==> config.mk <==
export PLATFORM = sky130hd
export DESIGN_NAME = mac_axi_master_flat
export DESIGN_NICKNAME = d
export VERILOG_FILES = /design/src/rtl/mac_axi_master_if.sv /design/src/rtl/mac_axi_master.sv /design/src/flat_wrapper.sv
export SDC_FILE = /design/constraint.sdc
export NUM_CORES = 1
export LEC_CHECK = 0
export ABC_CLOCK_PERIOD_IN_PS = 9500
export CORE_UTILIZATION = 30
export CTS_CLUSTER_DIAMETER = 200
export DETAILED_ROUTE_END_ITERATION = 10
export PLACE_DENSITY_LB_ADDON = 0.12
export SLEW_MARGIN = 20
export SYNTH_ARGS = -nofsm -noshare
export SYNTH_HDL_FRONTEND = slang
export SYNTH_SLANG_ARGS = --single-unit
==> constraint.sdc <==
create_clock -name M_AXI_ACLK -period 9.5 [get_ports M_AXI_ACLK]
set_clock_uncertainty 0.05 [all_clocks]
set_input_delay 1.9 -clock M_AXI_ACLK [delete_from_list [all_inputs] [get_ports M_AXI_ACLK]]
set_output_delay 1.9 -clock M_AXI_ACLK [all_outputs]
set_load 0.02 [all_outputs]
==> src/rtl/mac_axi_master_if.sv <==
// AXI-4 bus bundle between the MAC job initiator and the accelerator slave.
// Handshake rule on every channel: a beat transfers on a rising edge where
// VALID and READY are both high; VALID, once raised, is held with stable
// payload until that edge, and never waits on READY.
interface mac_axi_master_if #(
  parameter int ADDR_W = 8,
  parameter int DATA_W = 32
);
  logic [ADDR_W-1:0]   M_AXI_AWADDR;
  logic [7:0]          M_AXI_AWLEN;
  logic [2:0]          M_AXI_AWSIZE;
  logic [1:0]          M_AXI_AWBURST;
  logic                M_AXI_AWVALID;
  logic                M_AXI_AWREADY;
  logic [DATA_W-1:0]   M_AXI_WDATA;
  logic [DATA_W/8-1:0] M_AXI_WSTRB;
  logic                M_AXI_WLAST;
  logic                M_AXI_WVALID;
  logic                M_AXI_WREADY;
  logic [1:0]          M_AXI_BRESP;
  logic                M_AXI_BVALID;
  logic                M_AXI_BREADY;
  logic [ADDR_W-1:0]   M_AXI_ARADDR;
  logic [7:0]          M_AXI_ARLEN;
  logic [2:0]          M_AXI_ARSIZE;
  logic [1:0]          M_AXI_ARBURST;
  logic                M_AXI_ARVALID;
  logic                M_AXI_ARREADY;
  logic [DATA_W-1:0]   M_AXI_RDATA;
  logic [1:0]          M_AXI_RRESP;
  logic                M_AXI_RLAST;
  logic                M_AXI_RVALID;
  logic                M_AXI_RREADY;

  modport master (
    output M_AXI_AWADDR, M_AXI_AWLEN, M_AXI_AWSIZE, M_AXI_AWBURST, M_AXI_AWVALID,
    input  M_AXI_AWREADY,
    output M_AXI_WDATA, M_AXI_WSTRB, M_AXI_WLAST, M_AXI_WVALID,
    input  M_AXI_WREADY,
    input  M_AXI_BRESP, M_AXI_BVALID,
    output M_AXI_BREADY,
    output M_AXI_ARADDR, M_AXI_ARLEN, M_AXI_ARSIZE, M_AXI_ARBURST, M_AXI_ARVALID,
    input  M_AXI_ARREADY,
    input  M_AXI_RDATA, M_AXI_RRESP, M_AXI_RLAST, M_AXI_RVALID,
    output M_AXI_RREADY
  );

  modport slave (
    input  M_AXI_AWADDR, M_AXI_AWLEN, M_AXI_AWSIZE, M_AXI_AWBURST, M_AXI_AWVALID,
    output M_AXI_AWREADY,
    input  M_AXI_WDATA, M_AXI_WSTRB, M_AXI_WLAST, M_AXI_WVALID,
    output M_AXI_WREADY,
    output M_AXI_BRESP, M_AXI_BVALID,
    input  M_AXI_BREADY,
    input  M_AXI_ARADDR, M_AXI_ARLEN, M_AXI_ARSIZE, M_AXI_ARBURST, M_AXI_ARVALID,
    output M_AXI_ARREADY,
    output M_AXI_RDATA, M_AXI_RRESP, M_AXI_RLAST, M_AXI_RVALID,
    input  M_AXI_RREADY
  );
endinterface

==> src/rtl/mac_axi_master.sv <==
// mac_axi_master: runs one MAC job over AXI-4 -- 32-beat data burst to 0x00,
// bias write to 0x8C, start write to 0x80, status polling at 0x80 and the
// result read at 0x81. All AXI outputs come straight from flops.
module mac_axi_master #(
  parameter int C_M_AXI_DATA_WIDTH = 32,
  parameter int C_M_AXI_ADDR_WIDTH = 8,
  parameter int POLL_MAX           = 64,
  parameter int POLL_GAP           = 8
) (
  input  logic                    M_AXI_ACLK,
  input  logic                    M_AXI_ARESET,
  input  logic                    ld_we,
  input  logic [4:0]              ld_addr,
  input  logic [31:0]             ld_data,
  input  logic [15:0]             bias_in,
  input  logic                    start,
  output logic                    busy,
  output logic                    done,
  output logic [15:0]             result,
  output logic                    err_resp,
  output logic                    err_timeout,
  output logic [3:0]              dbg_state,
  mac_axi_master_if.master        m_axi
);
  localparam int DW  = C_M_AXI_DATA_WIDTH;
  localparam int AW  = C_M_AXI_ADDR_WIDTH;
  localparam int PCW = $clog2(POLL_MAX + 1);
  localparam int GCW = $clog2(POLL_GAP + 1);

  typedef enum logic [3:0] {
    IDLE, D_AW, D_B, BI_AW, BI_B, ST_AW, ST_B, P_AR, P_R, P_GAP, R_AR, R_R, FIN
  } state_e;

  state_e          state_q, state_d;
  logic [4:0]      beat_q, beat_d;
  logic [PCW-1:0]  poll_cnt_q, poll_cnt_d;
  logic [GCW-1:0]  gap_cnt_q, gap_cnt_d;
  logic [15:0]     bias_q, bias_d;
  logic            awvalid_q, awvalid_d, wvalid_q, wvalid_d, wlast_q, wlast_d;
  logic            bready_q, bready_d, arvalid_q, arvalid_d, rready_q, rready_d;
  logic [AW-1:0]   awaddr_q, awaddr_d, araddr_q, araddr_d;
  logic [7:0]      awlen_q, awlen_d;
  logic [DW-1:0]   wdata_q, wdata_d;
  logic            busy_q, busy_d, done_q, done_d;
  logic [15:0]     result_q, result_d;
  logic            err_resp_q, err_resp_d, err_timeout_q, err_timeout_d;

  // Job buffer: not reset, so a preloaded job survives a bus reset.
  logic [DW-1:0]   buf_mem [32];
  logic            start_acc;
  logic            unused_r;

  assign start_acc = start && (state_q == IDLE);
  assign unused_r  = ^{m_axi.M_AXI_RLAST, m_axi.M_AXI_RDATA[DW-1:16]};

  // Local buffer load; frozen while a job runs or is being started.
  always_ff @(posedge M_AXI_ACLK) begin
    if (ld_we && !busy_q && !start_acc) buf_mem[ld_addr] <= ld_data;
  end

  // Next-state and next-output logic for the job sequencer.
  always_comb begin
    state_d       = state_q;
    beat_d        = beat_q;
    poll_cnt_d    = poll_cnt_q;
    gap_cnt_d     = gap_cnt_q;
    bias_d        = bias_q;
    awvalid_d     = awvalid_q;
    wvalid_d      = wvalid_q;
    wlast_d       = wlast_q;
    bready_d      = bready_q;
    arvalid_d     = arvalid_q;
    rready_d      = rready_q;
    awaddr_d      = awaddr_q;
    araddr_d      = araddr_q;
    awlen_d       = awlen_q;
    wdata_d       = wdata_q;
    busy_d        = busy_q;
    done_d        = 1'b0;
    result_d      = result_q;
    err_resp_d    = err_resp_q;
    err_timeout_d = err_timeout_q;
    case (state_q)
      IDLE: if (start) begin
        bias_d        = bias_in;
        err_resp_d    = 1'b0;
        err_timeout_d = 1'b0;
        poll_cnt_d    = '0;
        gap_cnt_d     = '0;
        beat_d        = '0;
        busy_d        = 1'b1;
        awvalid_d     = 1'b1;
        wvalid_d      = 1'b1;
        awaddr_d      = '0;
        awlen_d       = 8'd31;
        wdata_d       = buf_mem[0];
        wlast_d       = 1'b0;
        state_d       = D_AW;
      end
      D_AW, BI_AW, ST_AW: begin
        if (awvalid_q && m_axi.M_AXI_AWREADY) awvalid_d = 1'b0;
        if (wvalid_q && m_axi.M_AXI_WREADY) begin
          if (wlast_q) begin
            wvalid_d = 1'b0;
          end else begin
            beat_d  = beat_q + 5'd1;
            wdata_d = buf_mem[beat_d];
            wlast_d = (beat_d == 5'd31);
          end
        end
        // Leave for the response only once both address and last beat are gone.
        if (!awvalid_d && !wvalid_d) begin
          bready_d = 1'b1;
          case (state_q)
            D_AW:    state_d = D_B;
            BI_AW:   state_d = BI_B;
            default: state_d = ST_B;
          endcase
        end
      end
      D_B, BI_B, ST_B: if (m_axi.M_AXI_BVALID) begin
        bready_d = 1'b0;
        if (m_axi.M_AXI_BRESP != 2'b00) begin
          err_resp_d = 1'b1;
          done_d     = 1'b1;
          state_d    = FIN;
        end else begin
          case (state_q)
            D_B: begin
              awvalid_d = 1'b1;
              wvalid_d  = 1'b1;
              awaddr_d  = AW'(8'h8C);
              awlen_d   = 8'd0;
              wdata_d   = DW'(bias_q);
              wlast_d   = 1'b1;
              state_d   = BI_AW;
            end
            BI_B: begin
              awvalid_d = 1'b1;
              wvalid_d  = 1'b1;
              awaddr_d  = AW'(8'h80);
              awlen_d   = 8'd0;
              wdata_d   = DW'(1);
              wlast_d   = 1'b1;
              state_d   = ST_AW;
            end
            default: begin
              arvalid_d = 1'b1;
              araddr_d  = AW'(8'h80);
              state_d   = P_AR;
            end
          endcase
        end
      end
      P_AR, R_AR: if (m_axi.M_AXI_ARREADY) begin
        arvalid_d = 1'b0;
        rready_d  = 1'b1;
        state_d   = (state_q == P_AR) ? P_R : R_R;
      end
      P_R: if (m_axi.M_AXI_RVALID) begin
        rready_d   = 1'b0;
        poll_cnt_d = poll_cnt_q + 1'b1;
        if (m_axi.M_AXI_RRESP != 2'b00) begin
          err_resp_d = 1'b1;
          done_d     = 1'b1;
          state_d    = FIN;
        end else if (m_axi.M_AXI_RDATA[1]) begin
          arvalid_d = 1'b1;
          araddr_d  = AW'(8'h81);
          state_d   = R_AR;
        end else if (poll_cnt_d == PCW'(POLL_MAX)) begin
          // The result register persists, so it is still worth reading.
          err_timeout_d = 1'b1;
          arvalid_d     = 1'b1;
          araddr_d      = AW'(8'h81);
          state_d       = R_AR;
        end else begin
          gap_cnt_d = GCW'(POLL_GAP - 1);
          state_d   = P_GAP;
        end
      end
      P_GAP: begin
        if (gap_cnt_q == '0) begin
          arvalid_d = 1'b1;
          araddr_d  = AW'(8'h80);
          state_d   = P_AR;
        end else begin
          gap_cnt_d = gap_cnt_q - 1'b1;
        end
      end
      R_R: if (m_axi.M_AXI_RVALID) begin
        rready_d = 1'b0;
        result_d = m_axi.M_AXI_RDATA[15:0];
        if (m_axi.M_AXI_RRESP != 2'b00) err_resp_d = 1'b1;
        done_d  = 1'b1;
        state_d = FIN;
      end
      FIN: begin
        busy_d  = 1'b0;
        state_d = IDLE;
      end
      default: state_d = IDLE;
    endcase
  end

  // State and registered outputs; reset abandons any outstanding transaction.
  always_ff @(posedge M_AXI_ACLK) begin
    if (M_AXI_ARESET) begin
      state_q       <= IDLE;
      beat_q        <= '0;
      poll_cnt_q    <= '0;
      gap_cnt_q     <= '0;
      bias_q        <= '0;
      awvalid_q     <= 1'b0;
      wvalid_q      <= 1'b0;
      wlast_q       <= 1'b0;
      bready_q      <= 1'b0;
      arvalid_q     <= 1'b0;
      rready_q      <= 1'b0;
      awaddr_q      <= '0;
      araddr_q      <= '0;
      awlen_q       <= '0;
      wdata_q       <= '0;
      busy_q        <= 1'b0;
      done_q        <= 1'b0;
      result_q      <= '0;
      err_resp_q    <= 1'b0;
      err_timeout_q <= 1'b0;
    end else begin
      state_q       <= state_d;
      beat_q        <= beat_d;
      poll_cnt_q    <= poll_cnt_d;
      gap_cnt_q     <= gap_cnt_d;
      bias_q        <= bias_d;
      awvalid_q     <= awvalid_d;
      wvalid_q      <= wvalid_d;
      wlast_q       <= wlast_d;
      bready_q      <= bready_d;
      arvalid_q     <= arvalid_d;
      rready_q      <= rready_d;
      awaddr_q      <= awaddr_d;
      araddr_q      <= araddr_d;
      awlen_q       <= awlen_d;
      wdata_q       <= wdata_d;
      busy_q        <= busy_d;
      done_q        <= done_d;
      result_q      <= result_d;
      err_resp_q    <= err_resp_d;
      err_timeout_q <= err_timeout_d;
    end
  end

  assign busy        = busy_q;
  assign done        = done_q;
  assign result      = result_q;
  assign err_resp    = err_resp_q;
  assign err_timeout = err_timeout_q;
  assign dbg_state   = state_q;

  assign m_axi.M_AXI_AWADDR  = awaddr_q;
  assign m_axi.M_AXI_AWLEN   = awlen_q;
  assign m_axi.M_AXI_AWSIZE  = 3'b010;
  assign m_axi.M_AXI_AWBURST = 2'b01;
  assign m_axi.M_AXI_AWVALID = awvalid_q;
  assign m_axi.M_AXI_WDATA   = wdata_q;
  assign m_axi.M_AXI_WSTRB   = '1;
  assign m_axi.M_AXI_WLAST   = wlast_q;
  assign m_axi.M_AXI_WVALID  = wvalid_q;
  assign m_axi.M_AXI_BREADY  = bready_q;
  assign m_axi.M_AXI_ARADDR  = araddr_q;
  assign m_axi.M_AXI_ARLEN   = 8'd0;
  assign m_axi.M_AXI_ARSIZE  = 3'b010;
  assign m_axi.M_AXI_ARBURST = 2'b01;
  assign m_axi.M_AXI_ARVALID = arvalid_q;
  assign m_axi.M_AXI_RREADY  = rready_q;
endmodule

==> src/flat_wrapper.sv <==
// flat-port wrapper written by rule: the top's interface ports become plain ports
module mac_axi_master_flat 
#(
  parameter int C_M_AXI_DATA_WIDTH = 32,
  parameter int C_M_AXI_ADDR_WIDTH = 8,
  parameter int POLL_MAX           = 64,
  parameter int POLL_GAP           = 8
)
  (M_AXI_ACLK, M_AXI_ARESET, ld_we, ld_addr, ld_data, bias_in, start, busy, done, result, err_resp, err_timeout, dbg_state, m_axi_M_AXI_AWADDR, m_axi_M_AXI_AWLEN, m_axi_M_AXI_AWSIZE, m_axi_M_AXI_AWBURST, m_axi_M_AXI_AWVALID, m_axi_M_AXI_AWREADY, m_axi_M_AXI_WDATA, m_axi_M_AXI_WSTRB, m_axi_M_AXI_WLAST, m_axi_M_AXI_WVALID, m_axi_M_AXI_WREADY, m_axi_M_AXI_BRESP, m_axi_M_AXI_BVALID, m_axi_M_AXI_BREADY, m_axi_M_AXI_ARADDR, m_axi_M_AXI_ARLEN, m_axi_M_AXI_ARSIZE, m_axi_M_AXI_ARBURST, m_axi_M_AXI_ARVALID, m_axi_M_AXI_ARREADY, m_axi_M_AXI_RDATA, m_axi_M_AXI_RRESP, m_axi_M_AXI_RLAST, m_axi_M_AXI_RVALID, m_axi_M_AXI_RREADY);
  mac_axi_master_if #(.ADDR_W(8), .DATA_W(32)) m_axi_i ();
  input  logic M_AXI_ACLK;
  input  logic M_AXI_ARESET;
  input  logic ld_we;
  input  logic [4:0] ld_addr;
  input  logic [31:0] ld_data;
  input  logic [15:0] bias_in;
  input  logic start;
  output logic busy;
  output logic done;
  output logic [15:0] result;
  output logic err_resp;
  output logic err_timeout;
  output logic [3:0] dbg_state;
  output wire logic [$bits(m_axi_i.M_AXI_AWADDR)-1:0] m_axi_M_AXI_AWADDR;
  output wire logic [$bits(m_axi_i.M_AXI_AWLEN)-1:0] m_axi_M_AXI_AWLEN;
  output wire logic [$bits(m_axi_i.M_AXI_AWSIZE)-1:0] m_axi_M_AXI_AWSIZE;
  output wire logic [$bits(m_axi_i.M_AXI_AWBURST)-1:0] m_axi_M_AXI_AWBURST;
  output wire logic [$bits(m_axi_i.M_AXI_AWVALID)-1:0] m_axi_M_AXI_AWVALID;
  input wire logic [$bits(m_axi_i.M_AXI_AWREADY)-1:0] m_axi_M_AXI_AWREADY;
  output wire logic [$bits(m_axi_i.M_AXI_WDATA)-1:0] m_axi_M_AXI_WDATA;
  output wire logic [$bits(m_axi_i.M_AXI_WSTRB)-1:0] m_axi_M_AXI_WSTRB;
  output wire logic [$bits(m_axi_i.M_AXI_WLAST)-1:0] m_axi_M_AXI_WLAST;
  output wire logic [$bits(m_axi_i.M_AXI_WVALID)-1:0] m_axi_M_AXI_WVALID;
  input wire logic [$bits(m_axi_i.M_AXI_WREADY)-1:0] m_axi_M_AXI_WREADY;
  input wire logic [$bits(m_axi_i.M_AXI_BRESP)-1:0] m_axi_M_AXI_BRESP;
  input wire logic [$bits(m_axi_i.M_AXI_BVALID)-1:0] m_axi_M_AXI_BVALID;
  output wire logic [$bits(m_axi_i.M_AXI_BREADY)-1:0] m_axi_M_AXI_BREADY;
  output wire logic [$bits(m_axi_i.M_AXI_ARADDR)-1:0] m_axi_M_AXI_ARADDR;
  output wire logic [$bits(m_axi_i.M_AXI_ARLEN)-1:0] m_axi_M_AXI_ARLEN;
  output wire logic [$bits(m_axi_i.M_AXI_ARSIZE)-1:0] m_axi_M_AXI_ARSIZE;
  output wire logic [$bits(m_axi_i.M_AXI_ARBURST)-1:0] m_axi_M_AXI_ARBURST;
  output wire logic [$bits(m_axi_i.M_AXI_ARVALID)-1:0] m_axi_M_AXI_ARVALID;
  input wire logic [$bits(m_axi_i.M_AXI_ARREADY)-1:0] m_axi_M_AXI_ARREADY;
  input wire logic [$bits(m_axi_i.M_AXI_RDATA)-1:0] m_axi_M_AXI_RDATA;
  input wire logic [$bits(m_axi_i.M_AXI_RRESP)-1:0] m_axi_M_AXI_RRESP;
  input wire logic [$bits(m_axi_i.M_AXI_RLAST)-1:0] m_axi_M_AXI_RLAST;
  input wire logic [$bits(m_axi_i.M_AXI_RVALID)-1:0] m_axi_M_AXI_RVALID;
  output wire logic [$bits(m_axi_i.M_AXI_RREADY)-1:0] m_axi_M_AXI_RREADY;
  assign m_axi_M_AXI_AWADDR = m_axi_i.M_AXI_AWADDR;
  assign m_axi_M_AXI_AWLEN = m_axi_i.M_AXI_AWLEN;
  assign m_axi_M_AXI_AWSIZE = m_axi_i.M_AXI_AWSIZE;
  assign m_axi_M_AXI_AWBURST = m_axi_i.M_AXI_AWBURST;
  assign m_axi_M_AXI_AWVALID = m_axi_i.M_AXI_AWVALID;
  assign m_axi_i.M_AXI_AWREADY = m_axi_M_AXI_AWREADY;
  assign m_axi_M_AXI_WDATA = m_axi_i.M_AXI_WDATA;
  assign m_axi_M_AXI_WSTRB = m_axi_i.M_AXI_WSTRB;
  assign m_axi_M_AXI_WLAST = m_axi_i.M_AXI_WLAST;
  assign m_axi_M_AXI_WVALID = m_axi_i.M_AXI_WVALID;
  assign m_axi_i.M_AXI_WREADY = m_axi_M_AXI_WREADY;
  assign m_axi_i.M_AXI_BRESP = m_axi_M_AXI_BRESP;
  assign m_axi_i.M_AXI_BVALID = m_axi_M_AXI_BVALID;
  assign m_axi_M_AXI_BREADY = m_axi_i.M_AXI_BREADY;
  assign m_axi_M_AXI_ARADDR = m_axi_i.M_AXI_ARADDR;
  assign m_axi_M_AXI_ARLEN = m_axi_i.M_AXI_ARLEN;
  assign m_axi_M_AXI_ARSIZE = m_axi_i.M_AXI_ARSIZE;
  assign m_axi_M_AXI_ARBURST = m_axi_i.M_AXI_ARBURST;
  assign m_axi_M_AXI_ARVALID = m_axi_i.M_AXI_ARVALID;
  assign m_axi_i.M_AXI_ARREADY = m_axi_M_AXI_ARREADY;
  assign m_axi_i.M_AXI_RDATA = m_axi_M_AXI_RDATA;
  assign m_axi_i.M_AXI_RRESP = m_axi_M_AXI_RRESP;
  assign m_axi_i.M_AXI_RLAST = m_axi_M_AXI_RLAST;
  assign m_axi_i.M_AXI_RVALID = m_axi_M_AXI_RVALID;
  assign m_axi_M_AXI_RREADY = m_axi_i.M_AXI_RREADY;
  mac_axi_master #(.C_M_AXI_DATA_WIDTH(C_M_AXI_DATA_WIDTH), .C_M_AXI_ADDR_WIDTH(C_M_AXI_ADDR_WIDTH), .POLL_MAX(POLL_MAX), .POLL_GAP(POLL_GAP)) u_core (.M_AXI_ACLK(M_AXI_ACLK), .M_AXI_ARESET(M_AXI_ARESET), .ld_we(ld_we), .ld_addr(ld_addr), .ld_data(ld_data), .bias_in(bias_in), .start(start), .busy(busy), .done(done), .result(result), .err_resp(err_resp), .err_timeout(err_timeout), .dbg_state(dbg_state), .m_axi(m_axi_i));
endmodule
# Yosys cells after proc, flatten, opt, wreduce, memory -nomap -nowiden
# Memory sizes are Yosys's and may differ from the RTL's.
# Cells that the tools add are included.
# classes
addsub	3
n_eq_ne	36
muxes	104
n_reduce_logical	48
# ops
operator	count
two-way mux 32 bit	5
two-way mux 8 bit	15
one-hot mux 32 bit (3 select lines)	1
two-way mux 4 bit	16
one-hot mux 32 bit (2 select lines)	1
one-hot mux 8 bit (2 select lines)	3
two-way mux 1 bit	39
one-hot mux 4 bit (7 select lines)	1
!= test 2 bit, second input constant	13
one-hot mux 8 bit (3 select lines)	1
AND reduction 7 bit	3
equality test 4 bit, second input constant	5
AND reduction 6 bit	3
equality test 4 x 3 -> 1 bit, second input constant	4
nonzero test 2 bit	8
two-way mux 5 bit	3
one-hot mux 1 bit (3 select lines)	5
AND reduction 5 bit	3
two-way mux 7 bit	2
!= test 2 x 1 -> 1 bit, second input constant	7
one-hot mux 7 bit (2 select lines)	1
one-hot mux 3 bit (2 select lines)	2
one-hot mux 4 bit (3 select lines)	1
nonzero test 3 bit	4
24 further kinds	45
# word_totals
register_bits	118
mem_bits_rw	1024
inputBits	99
output_inout_bits	108
word_cells	212
memories	1
# memory_table
name	words	width	rd	rd_clocked_by_memory_dff	write_ports	line	rtl
u_core.buf_mem	32	32	2	0	1	mac_axi_master.sv:49	logic [DW-1:0] buf_mem [32];

# Depth between registers and ports, before layout
# Gate-level depths: netlist of run 1.
# depth
depth_word	7
ltp_mapped	15
ltp_nobuf	7

# Worst setup path after synthesis of run 1
# No wires, ideal clock.
# synth_path
path_kind	in2reg
start	input start
end	memory u_core.buf_mem[24][0] in the netlist's numbering, enable pin
setup_time_ns	0.421
arrival_ns	4.262
slack_ns	4.767
path_stages	5
path_buffers	1
path_cell_list	and3_1 > clkbuf_1 > nor4b_1 > nand3_1 > nor2_1
# synth_via
elab_chain_cells	5
# synth_lines
element	line	rtl
from (decl)	flat_wrapper.sv:17	input logic start;
logical AND 1 bit	mac_axi_master.sv:53	assign start_acc = start && (state_q == IDLE);
zero test 1 bit	mac_axi_master.sv:58	if (ld_we && !busy_q && !start_acc) buf_mem[ld_addr] <= ld_data;
logical AND 1 bit	mac_axi_master.sv:58	
two-way mux 1 bit	mac_axi_master.sv:58	
two-way mux 1 bit (implied by the code)	mac_axi_master.sv:58	
to (decl)	mac_axi_master.sv:49	
# Every way passes these cells.

# Worst setup path in the final report of run 1
# layout_path
start	input start
end	memory u_core.buf_mem[8][30] in the netlist's numbering, enable pin
# The elaborated chain is that of the path after synthesis.

==> run summary, run 1 <==
* 1123 — clock sink count
* 0 — Post-CTS Setup Repair Bufs
* 0.1456 mm² — Core Region
* 0 — count of endpoints failing setup in the final report
* edfxtp_1 — post-synth top area cell
* 19.00 µm² — Post-Synthesis Mean Instance Area
* no — RSZ-0062 raised after global routing
* 384.6 µm — Chip Width
* 68 — Yosys cell types
* 9.82 ns — required time worst endpoint
* 0.2379 — Slew HR
* 0.5395 — final worst path period share
* 22.63k — total via count in the routed design
* 0.04392 mm² — synthesized area
* 2625 — post-layout net count
* 119 — total CTS buffers
* 17 — largest driver fanout on the critical path
* clkdlybuf4s50_1 -> and3_1 -> nor4b_1 -> buf_4 -> nand2_1 -> nor2_4 -> buf_4 — Critical Path, Cell by Cell
* edfxtp_1 70%, mux4_2 15%, dfxtp_1 4.5%, nand2_1 1.9%, a21oi_1 1.7% — largest cells by area after synthesis
* 0 — number of gates given a new drive strength after cts
* 1123 — number of flip-flops and latches in the synthesized netlist
* 3 — Buf+Inv Stages, Crit Path
* 0.7001 — area share of the largest cell type after synthesis
* 3.705 ns — setup slack after placement
* 120400 µm — Total Routed Length
* 140 — Site Rows
* buf_4 — most prevalent standard cell on the critical path
* done — clock tree from TritonCTS
* edfxtp_1 — flip-flop cell with the highest count after synthesis
* clkbuf_16 — clock root buffer
* 0.01607 µW — leakage power
* 0.1479 mm² — area of the die
* 0.3018 — Starting Density
* flip-flop to flip-flop — type of the worst min-delay path
* 2312 — Post-Synthesis Cells
* 0 — Ys Warns
* 3 — Max H-tree Level
* 0.06 ns — clock transition time at the flip-flop clock pins of the worst setup and hold paths
* 23.61k — vias in the first global route
* 0.1350 mV — worst voltage drop across the vdd grid
* 0.4045 ns — final-layout worst hold slack
* 1913 — violation count after the first detailed-routing iteration
* 4.982 — via count normalized by instance count
* 0.7452 — share of the yosys chip area belonging to registers
* simple AND/OR/NAND/NOR gates — cell family contributing the most delay on the critical path
* 0 — overflow left after global routing
* 12 — antenna violations before repair
* 0 — Max Transition Viols Final
* 207 — I/O pin count
* 69100 µm — half-perimeter wire length of the detailed placement result
* 0 — number of remaining DRC errors
* 0.73 ns — source-to-sink clock delay at the later pin of the worst-skew pair
* 0 — proportion of register bits with asynchronous set or reset after synthesis
* 5 — length of the first detailed-routing pass in iterations
* 0 ns — sum of negative setup slack
* 170700 µm — wire length of the first global-routing pass
* 5.126 ns — shortest period the worst path allows
* nor4b_1 — Worst path slowest cell
* 0.1620 — total routing usage reported by global routing
* 5.44 ns — Worst EP arrival
* 17.93% — Area growth syn-to-layout
* 13.51k — layout filler cell count
* primary input to flip-flop — type of the worst setup path
* 0 — final-report hold violation count
* 384.6 µm — Vert. Die Dim
* 4.374 ns — slack of the critical path
* 11930 µW — Overall Power
* flip-flop — element type at the critical path end
* 230.4 mW/mm² — Cell Pwr Density
* 195.1 MHz — Achievable Freq
* 0.7516 — RD Place Congestion
* 103 — pin count of the biggest net entering global routing
* 1.142 ns — Worst Tran Pin Value
* 3 — Bufs on Longest Clock Path
* 0.2279 — layout cells sized above 1
* 26.51 µm — mean routed wirelength per cell
* 0.3559 — utilization of the core after routing
* 1024 — number of enable-type register cells in the synthesized netlist
* complete, no violations — result of the run
* 0 — cts-stage hold buffer count
* 0 — count of antenna-violating nets left after detailed routing
* primary input — type of origin of the critical path
* 0 — Max Cap Violations
* 0.86 ns — CP peak stage delay
* 153 — port buffer count
## cell usage in the layout, fill, tap and decap left out, drive strengths merged, types with 5 or more instances in the layout
cell type      count
a211oi             6
a21oi            147
a221oi            20
a31oi             22
and3              19
buf               89
bufinv            13
clkbuf           155
clkdlybuf4s50    139
clkinv            48
conb              36
dfxtp             99
edfxtp          1024
ha                 5
inv               15
mux2i              8
mux4             288
nand2            228
nand2b             5
nand3             20
nor2              65
nor2b             20
nor3              33
o21ai             48
or2                6
xor2               7
## worst reg2reg max path, delay by kind of cell (launching register included)
kind / cells / cell delay (ns)
DFF: 1 / 0.90
AOI/OAI and AO/OA: 2 / 0.93
and+or+nand+nor: 2 / 0.35
muxes: 1 / 0.40
adders and majority gates: 1 / 0.87
buffers and inverters: 2 / 1.07
## cell families (layout without fill, tap and decap cells)
| family | Yosys count | count (layout) | synth area share |
|---|---|---|---|
| compound gates | 275 | 275 | 0.03717 |
| xor+xnor | 9 | 9 | 0.002307 |
| fa+ha+maj | 5 | 5 | 0.001424 |
| buf+inv | 185 | 463 | 0.02228 |
| flops | 1123 | 1123 | 0.7452 |
| mux | 296 | 296 | 0.1495 |
| other cells | 2 | 37 | 0.0001710 |
| simple gates | 417 | 417 | 0.04199 |
## where the power goes
group	internal, µW	leakage, µW	switching, µW	total (µW)
logic	639	0.00416	1040	1680
registers	5540	0.0100	99.1	5640
clock network	2700	0.00189	1920	4620
## cells in the mapped netlist, drive strengths merged, types with 7 or more instances
cell type and number:
a21oi 147, dfxtp 99, nor2 65, mux2i 8
nor3 33, nor2b 20, nand3 20, edfxtp 1024
mux4 288, buf 114, o21ai 48, a221oi 20
nand2 228, and3 19, xor2 7, inv 11
a31oi 22, clkbuf 60
## layout make-up
cell class / count / area [µm²] / share of cell area
Tap cell: 1917 / 2399 / 0.04630
Timing Repair Buffer: 228 / 2072 / 0.04000
Multi-Input combinational cell: 1038 / 10660 / 0.2058
Clock inverter: 69 / 715.7 / 0.01382
Sequential cell: 1123 / 32740 / 0.6320
Inverter: 11 / 41.29 / 0.0007971
Antenna cell: 1 / 2.502 / 0.00004831
Clock buffer: 155 / 3174 / 0.06128
## per-layer routing
metal / vias up / part of all wire / GRT usage
li1: 9700 / - / -
met1: 12164 / 0.45 / 0.2225
met2: 611 / 0.48 / 0.2610
met3: 142 / 0.053 / 0.03027
met4: 10 / 0.021 / 0.04725
met5: - / 0.00039 / 0
## state kept, by name, indices dropped and copies added (netlist names), 2 cells and up
name and count:
u_core.bias_q 16, u_core.gap_cnt_q 4, u_core.dbg_state 4, u_core.buf_mem 1024, u_core.m_axi.M_AXI_WDATA 32, u_core.poll_cnt_q 7, u_core.result 16, u_core.beat_q 5
u_core.m_axi.M_AXI_AWADDR 2, u_core.m_axi.M_AXI_ARADDR 2
## worst paths after layout
| kind | slack (ns) | cells after the start | startpoint | endpoint |
|---|---|---|---|---|
| setup reg to reg | 4.85 | 8 | u_core.beat_q[0]$_SDFFE_PP0P_ | u_core.m_axi.M_AXI_WDATA[13]$_SDFFE_PP0P_ |
| setup / recovery | 4.37 | 7 | start | u_core.buf_mem[8][30]$_DFFE_PP_ |
| hold / removal | 0.40 | 2 | u_core.result[9]$_SDFFE_PP0P_ | u_core.result[9]$_SDFFE_PP0P_ |
| hold reg to reg | 0.40 | 2 | u_core.result[9]$_SDFFE_PP0P_ | u_core.result[9]$_SDFFE_PP0P_ |
## stage by stage
step / cells / cell area [µm²]
3_5_place_dp: 4316 / 47940
4_1_cts: 4540 / 51830
6_report: 4542 / 51800
5_1_grt: 4541 / 51800
3_3_place_gp: 4316 / 47940
2_1_floorplan: 2346 / 44050
Note: power is estimated with default switching activity, not from simulation.
==> inputs of run 2 (changes only) <==
Settings changed: ABC_CLOCK_PERIOD_IN_PS 9500 to 4200.
Clock period 9.5 ns to 4.2 ns, I/O delays scaled along.
==> run 2 against run 1 <==
Net effect:
- highest routed layer unchanged
- critical path type is now flip-flop to flip-flop
- sequential share of layout area decreased by 0.57 points
- total power rose by 130%
- non-clock buffer count grew 31
- die area stayed put
- sequential power up 130%
- critical path depth up 1
- sequential cell count stayed put
- final cell count rose by 0.68%
- via count increased by 1.1%
- critical endpoint is now u_core.buf_mem[26][2]$_DFFE_PP_
- combinational power up 130%
- first-iteration DRC count decreased by 1.6%
==> run summary, run 2 (same netlist as run 1, synthesis figures left out) <==
* 0.01065 mm² — area of the multi-input gates, about the same
* 0.06 ns — clock transition time at the flip-flop clock pins of the worst setup and hold paths, about the same
* 519.6 mW/mm² — Cell Pwr Density, +130%
* 0 — count of antenna-violating nets left after detailed routing, unchanged
* 0.8001 — final worst path period share
* 3.360 ns — shortest period the worst path allows
* 0 — final-report hold violation count, unchanged
* dfxtp_1 — Worst path slowest cell
* 0.3018 — Starting Density, unchanged
* 0 — count of endpoints failing setup in the final report, unchanged
* clkbuf_16 — clock root buffer
* 13.48k — layout filler cell count, -0.19%
* 0.68 ns — CP peak stage delay, -0.18 ns
* 1024 x edfxtp_1, 288 x mux4_2, 227 x nand2_1, 146 x a21oi_1, 133 x clkdlybuf4s50_1 — commonest cells after routing, fill and taps aside
* 6 — length of the first detailed-routing pass in iterations, +1
* 119 — total CTS buffers, unchanged
* nor2_2 -> and3_1 -> buf_4 -> nor4b_1 -> buf_4 -> nand3_1 -> nor2_4 -> buf_4 — Critical Path, Cell by Cell
* 0 — number of gates given a new drive strength after cts, unchanged
* 0.1479 mm² — area of the die, unchanged
* 1.087 ns — Worst Tran Pin Value, -0.05511 ns
* buf_4 — most prevalent standard cell on the critical path
* 27 — largest driver fanout on the critical path, +10
* 384.6 µm — Vert. Die Dim, unchanged
* 3 — Bufs on Longest Clock Path, unchanged
* 124100 µm — Total Routed Length, +3.1%
* 5.000 — via count normalized by instance count, +0.38%
* 3 — Buf+Inv Stages, Crit Path, unchanged
* 0 — Max Cap Violations, unchanged
* 23.64k — vias in the first global route, +0.14%
* 1882 — violation count after the first detailed-routing iteration, -1.6%
* edfxtp_1 — leading cell type in the layout, fill and taps excluded
* 19.00% — Area growth syn-to-layout
* 0.3934 ns — final-layout worst hold slack, -0.01109 ns
* 0 — Max Transition Viols Final, unchanged
* 2656 — post-layout net count, +1.2%
* simple AND/OR/NAND/NOR gates — cell family contributing the most delay on the critical path
* 297.6 MHz — Achievable Freq
* 207 — I/O pin count, unchanged
* 27.15 µm — mean routed wirelength per cell, +2.4%
* 0.3683 mV — worst voltage drop across the vdd grid, +170%
* 3.70 ns — Worst EP arrival, -1.74 ns
* 0.2415 — layout cells sized above 1, +0.01363
* 153 — port buffer count, unchanged
* 175600 µm — wire length of the first global-routing pass, +2.9%
* 1024 — max reg flops, unchanged
* 0 — number of remaining DRC errors, unchanged
* 0.1675 — total routing usage reported by global routing, +0.005511
* 140 — Site Rows, unchanged
* 0.7953 — RD Place Congestion, +5.8%
* flip-flop to flip-flop — type of the worst setup path
* 0 — Post-CTS Setup Repair Bufs, unchanged
* flip-flop — element type at the critical path end
* flip-flop to flip-flop — type of the worst min-delay path
* done — clock tree from TritonCTS
* 3 — Max H-tree Level, unchanged
* 0 — overflow left after global routing, unchanged
* 22.87k — total via count in the routed design, +1.1%
* 0 — cts-stage hold buffer count, unchanged
* 0.03274 mm² — Seq. cell area, unchanged
* 384.6 µm — Chip Width, unchanged
* 27160 µW — Overall Power, +130%
* 0.1456 mm² — Core Region, unchanged
* 96 — pin count of the biggest net entering global routing, -6.8%
* 0.2755 — Slew HR, +0.03758
* 73860 µm — half-perimeter wire length of the detailed placement result, +6.9%
* 4.54 ns — required time worst endpoint, -5.28 ns
* 0 ns — sum of negative setup slack, unchanged
* 11 — antenna violations before repair, -1
* complete, no violations — result of the run
* 1123 — clock sink count, unchanged
* 0.75 ns — source-to-sink clock delay at the later pin of the worst-skew pair, +0.02 ns
* 0.01631 µW — leakage power, +1.5%
* u_core.buf_mem — register name with the most flops
* flip-flop — type of origin of the critical path
* no — RSZ-0062 raised after global routing
[run 2: cell types whose count changed in the layout (fill, tap and decap cells not counted), moves of 2 or more]
cell and change:
buf_12 +23, buf_4 +9, clkinv_2 +8, clkinv_1 -7
buf_2 +6, clkdlybuf4s50_1 -6, inv_16 +2
[run 2: final cells by class]
cell class,instances,area share
Sequential cell,1123,0.6263
Multi-Input combinational cell,1038,0.2038
Clock buffer,154,0.06025
Timing Repair Buffer,259,0.04864
Tap cell,1917,0.04589
Clock inverter,69,0.01424
Inverter,11,0.0007899
Antenna cell,2,0.00009575
[run 2: routing by layer]
metal  wire length [µm]  up-vias  track usage
li1                   -     9761            -
met1              55180    12217       0.2321
met2              59150      705       0.2694
met3               6949      172      0.02790
met4               2788       12      0.05056
met5                 72        -            0
[run 2: where the power goes]
group | leakage [µW] | switching [µW] | internal [µW]
clock | 0.00190 | 4450 | 6040
combinational | 0.00439 | 2370 | 1500
sequential | 0.0100 | 275 | 12500
total | 0.0163 | 7090 | 20100
[run 2: worst paths after layout]
kind                                                                start                                         to  slack [ns]  depth (start not counted)
worst max register to register           u_core.dbg_state[1]$_SDFFE_PP0P_            u_core.buf_mem[26][2]$_DFFE_PP_        0.84                          8
worst min register to register  u_core.m_axi.M_AXI_ARADDR[7]$_SDFFE_PP0P_  u_core.m_axi.M_AXI_ARADDR[7]$_SDFFE_PP0P_        0.39                          2
worst max-delay path                     u_core.dbg_state[1]$_SDFFE_PP0P_            u_core.buf_mem[26][2]$_DFFE_PP_        0.84                          8
worst min-delay path            u_core.m_axi.M_AXI_ARADDR[7]$_SDFFE_PP0P_  u_core.m_axi.M_AXI_ARADDR[7]$_SDFFE_PP0P_        0.39                          2
[run 2: through the flow]
stage | setup WS (ns) | utilization | std cells | cell area (µm²)
2_1_floorplan | 0.5265 | - | 2346 | 44050
6_report | 0.8396 | 0.3591 | 4573 | 52270
3_3_place_gp | 0.3944 | 0.3328 | 4348 | 48450
3_5_place_dp | 0.3051 | 0.3328 | 4348 | 48450
4_1_cts | 0.8124 | 0.3596 | 4571 | 52340
5_1_grt | 0.6217 | 0.3590 | 4571 | 52260
[run 2: worst min-delay path, stage by stage (launching register included)]
cell and delay [ns]:
dfxtp_1 0.30, inv_1 0.05, a21oi_1 0.05
==> inputs of run 3 (changes only) <==
Settings changed: ABC_CLOCK_PERIOD_IN_PS 4200 to 3300.
Clock period 4.2 ns to 3.3 ns, I/O delays scaled along.
==> run 3 against run 2 <==
Net effect:
- via count rose by 0.54%
- global-route usage rose by 0.13 points
- total power rose by 27%
- critical path depth did not move
- sequential cell count did not move
- the flow now finishes with violations (DRC)
- first-iteration DRC count fell by 3.5%
- die area did not move
- largest cell class unchanged
- non-clock buffer count rose by 84
- fmax rose by 12%
- final cell count rose by 1.6%
==> run summary, run 3 (same netlist as run 1, synthesis figures left out) <==
* complete, but fails checks — result of the run
* DRC — violated checks
* 645.2 mW/mm² — Cell Pwr Density, +24%
* 0.1479 mm² — area of the die, unchanged
* clkbuf_16 — clock root buffer
* 2739 — post-layout net count, +3.1%
* primary input to flip-flop — type of the worst min-delay path
* 0.07 ns — clock transition time at the flip-flop clock pins of the worst setup and hold paths, about the same
* 34 — largest driver fanout on the critical path, +26%
* 21.47% — Area growth syn-to-layout
* 0.1688 — total routing usage reported by global routing, +0.001301
* 3.84 ns — required time worst endpoint, -0.70 ns
* 153 — port buffer count, unchanged
* 0 ns — sum of negative setup slack, unchanged
* 0.9131 — final worst path period share, +0.1130
* 4432 — Cell Count Post-Placement, +1.9%
* 0.2026 ns — final-layout worst hold slack, -0.1909 ns
* 207 — I/O pin count, unchanged
* multiplexers — cell family contributing the most delay on the critical path
* 0 — cts-stage hold buffer count, unchanged
* 0.01677 µW — leakage power, +2.8%
* 0.3731 — Slew HR, +0.09763
* 0.7955 — RD Place Congestion, about the same
* mux4_2 — Worst path slowest cell
* mux4_2 — most prevalent standard cell on the critical path
* 0 — number of diodes, -2
* 1123 — clock sink count, unchanged
* 13.46k — layout filler cell count, -0.13%
* flip-flop — type of origin of the critical path
* 1024 x edfxtp_1, 288 x mux4_2, 227 x nand2_1, 146 x a21oi_1, 145 x clkdlybuf4s50_1 — commonest cells after routing, fill and taps aside
* 24.11k — vias in the first global route, +2.0%
* 0.5034 mV — worst voltage drop across the vdd grid, +37%
* 2 — number of remaining DRC errors, +2
* 4.949 — via count normalized by instance count, -1.0%
* 177900 µm — wire length of the first global-routing pass, +1.3%
* 0.2580 — layout cells sized above 1, +0.01645
* 26.78 µm — mean routed wirelength per cell, -1.4%
* 3.013 ns — shortest period the worst path allows, -0.3473 ns
* edfxtp_1 — leading cell type in the layout, fill and taps excluded
* 0.3665 — utilization of the core after routing, +0.007461
* 0.56 ns — CP peak stage delay, -0.12 ns
* 0.2869 ns — slack of the critical path, -0.5527 ns
* 0.3018 — Starting Density, unchanged
* 331.9 MHz — Achievable Freq, +12%
* 0.03111 — global routing met3 resource utilization, +0.003207
* 3 — Buf+Inv Stages, Crit Path, unchanged
* 0.2050 ns — setup slack after placement, -0.1001 ns
* 384.6 µm — Chip Width, unchanged
* 52 — pin count of the biggest net entering global routing, -46%
* no — RSZ-0062 raised after global routing
* u_core.buf_mem — register name with the most flops
* 8 — antenna violations before repair, -3
* 0 — overflow left after global routing, unchanged
* 3 — Bufs on Longest Clock Path, unchanged
* 0 — Max Transition Viols Final, unchanged
* 1817 — violation count after the first detailed-routing iteration, -3.5%
* 0.9403 ns — Worst Tran Pin Value, -0.1464 ns
* 0.73 ns — source-to-sink clock delay at the later pin of the worst-skew pair, -0.02 ns
* 0 — count of endpoints failing setup in the final report, unchanged
* 124400 µm — Total Routed Length, +0.22%
* met2 — most utilized layer in the global route result
* 0 — Max Cap Violations, unchanged
* 118 — total CTS buffers, -0.84%
* flip-flop — element type at the critical path end
* 0.2758 — GR Layer Usage met2, +0.006428
* 0.1456 mm² — Core Region, unchanged
* 76860 µm — half-perimeter wire length of the detailed placement result, +4.1%
* 3.55 ns — Worst EP arrival, -0.15 ns
* done — clock tree from TritonCTS
* 0 — number of gates given a new drive strength after cts, unchanged
* flip-flop to flip-flop — type of the worst setup path
* inv_1 -> ha_4 -> buf_12 -> buf_4 -> mux4_2 -> mux4_2 -> a21oi_1 -> o21ai_1 — Critical Path, Cell by Cell
* 3 — Max H-tree Level, unchanged
* 22.99k — total via count in the routed design, +0.54%
* 384.6 µm — Vert. Die Dim, unchanged
* 4646 — Post-Layout Cell Count, +1.6%
* 8 — length of the first detailed-routing pass in iterations, +2
* 1024 — max reg flops, unchanged
* 0 — final-report hold violation count, unchanged
* 0.2330 — met1 track demand over resource, +0.0008719
* 0 — count of antenna-violating nets left after detailed routing, unchanged
* 140 — Site Rows, unchanged
* 0 — Post-CTS Setup Repair Bufs, unchanged
## run 3: cell count changes in the layout (fill, tap and decap cells not counted), sizes merged
cell           change
clkinv            -14
buf               +72
clkbuf            +10
clkdlybuf4s50     +12
diode              -2
clkinvlp           +2
bufinv             -5
inv                -2
## run 3: worst reg2reg max path, cell delays in order, from the launching register on
cell and delay (ns):
dfxtp_4 0.46, inv_1 0.13, ha_4 0.36, buf_12 0.24, buf_4 0.41, mux4_2 0.41
mux4_2 0.56, a21oi_1 0.17, o21ai_1 0.07
## run 3: final timing paths
| kind | startpoint | end | slack (ns) | depth (start not counted) |
|---|---|---|---|---|
| setup / recovery | u_core.beat_q[0]$_SDFFE_PP0P_ | u_core.m_axi.M_AXI_WDATA[16]$_SDFFE_PP0P_ | 0.29 | 8 |
| hold reg to reg | u_core.m_axi.M_AXI_ARADDR[7]$_SDFFE_PP0P_ | u_core.m_axi.M_AXI_ARADDR[7]$_SDFFE_PP0P_ | 0.40 | 2 |
| setup reg to reg | u_core.beat_q[0]$_SDFFE_PP0P_ | u_core.m_axi.M_AXI_WDATA[16]$_SDFFE_PP0P_ | 0.29 | 8 |
| hold / removal | M_AXI_ARESET | u_core.result[15]$_SDFFE_PP0P_ | 0.20 | 2 |
## run 3: routing by layer
metal,up-vias,share of wire
li1,9911,-
met1,12385,0.45
met2,568,0.49
met3,119,0.052
met4,8,0.014
met5,-,0.00039
## run 3: final cells by class
type                       instances  area, µm²  area share
inverter                          11      41.29   0.0007739
tap                             1917       2399     0.04495
timing repair buffer             343       3771     0.07068
clock buffer                     164       3311     0.06205
clock inverter                    50      445.4    0.008348
multi-input combinational       1038      10650      0.1997
sequential                      1123      32740      0.6135
## run 3: stage by stage
stage	power [µW]	instance area (µm²)
floorplan	19350	44110
global placement	21840	49630
detailed placement	21880	49630
CTS	34900	53390
global route	35710	53350
finish	34420	53350
## run 3: power breakdown
| group | total (µW) | switching, µW | internal (µW) |
|---|---|---|---|
| registers | 16200 | 284 | 15900 |
| logic | 5260 | 3170 | 2090 |
| clock network | 12900 | 5450 | 7490 |
| total | 34400 | 8910 | 25500 |
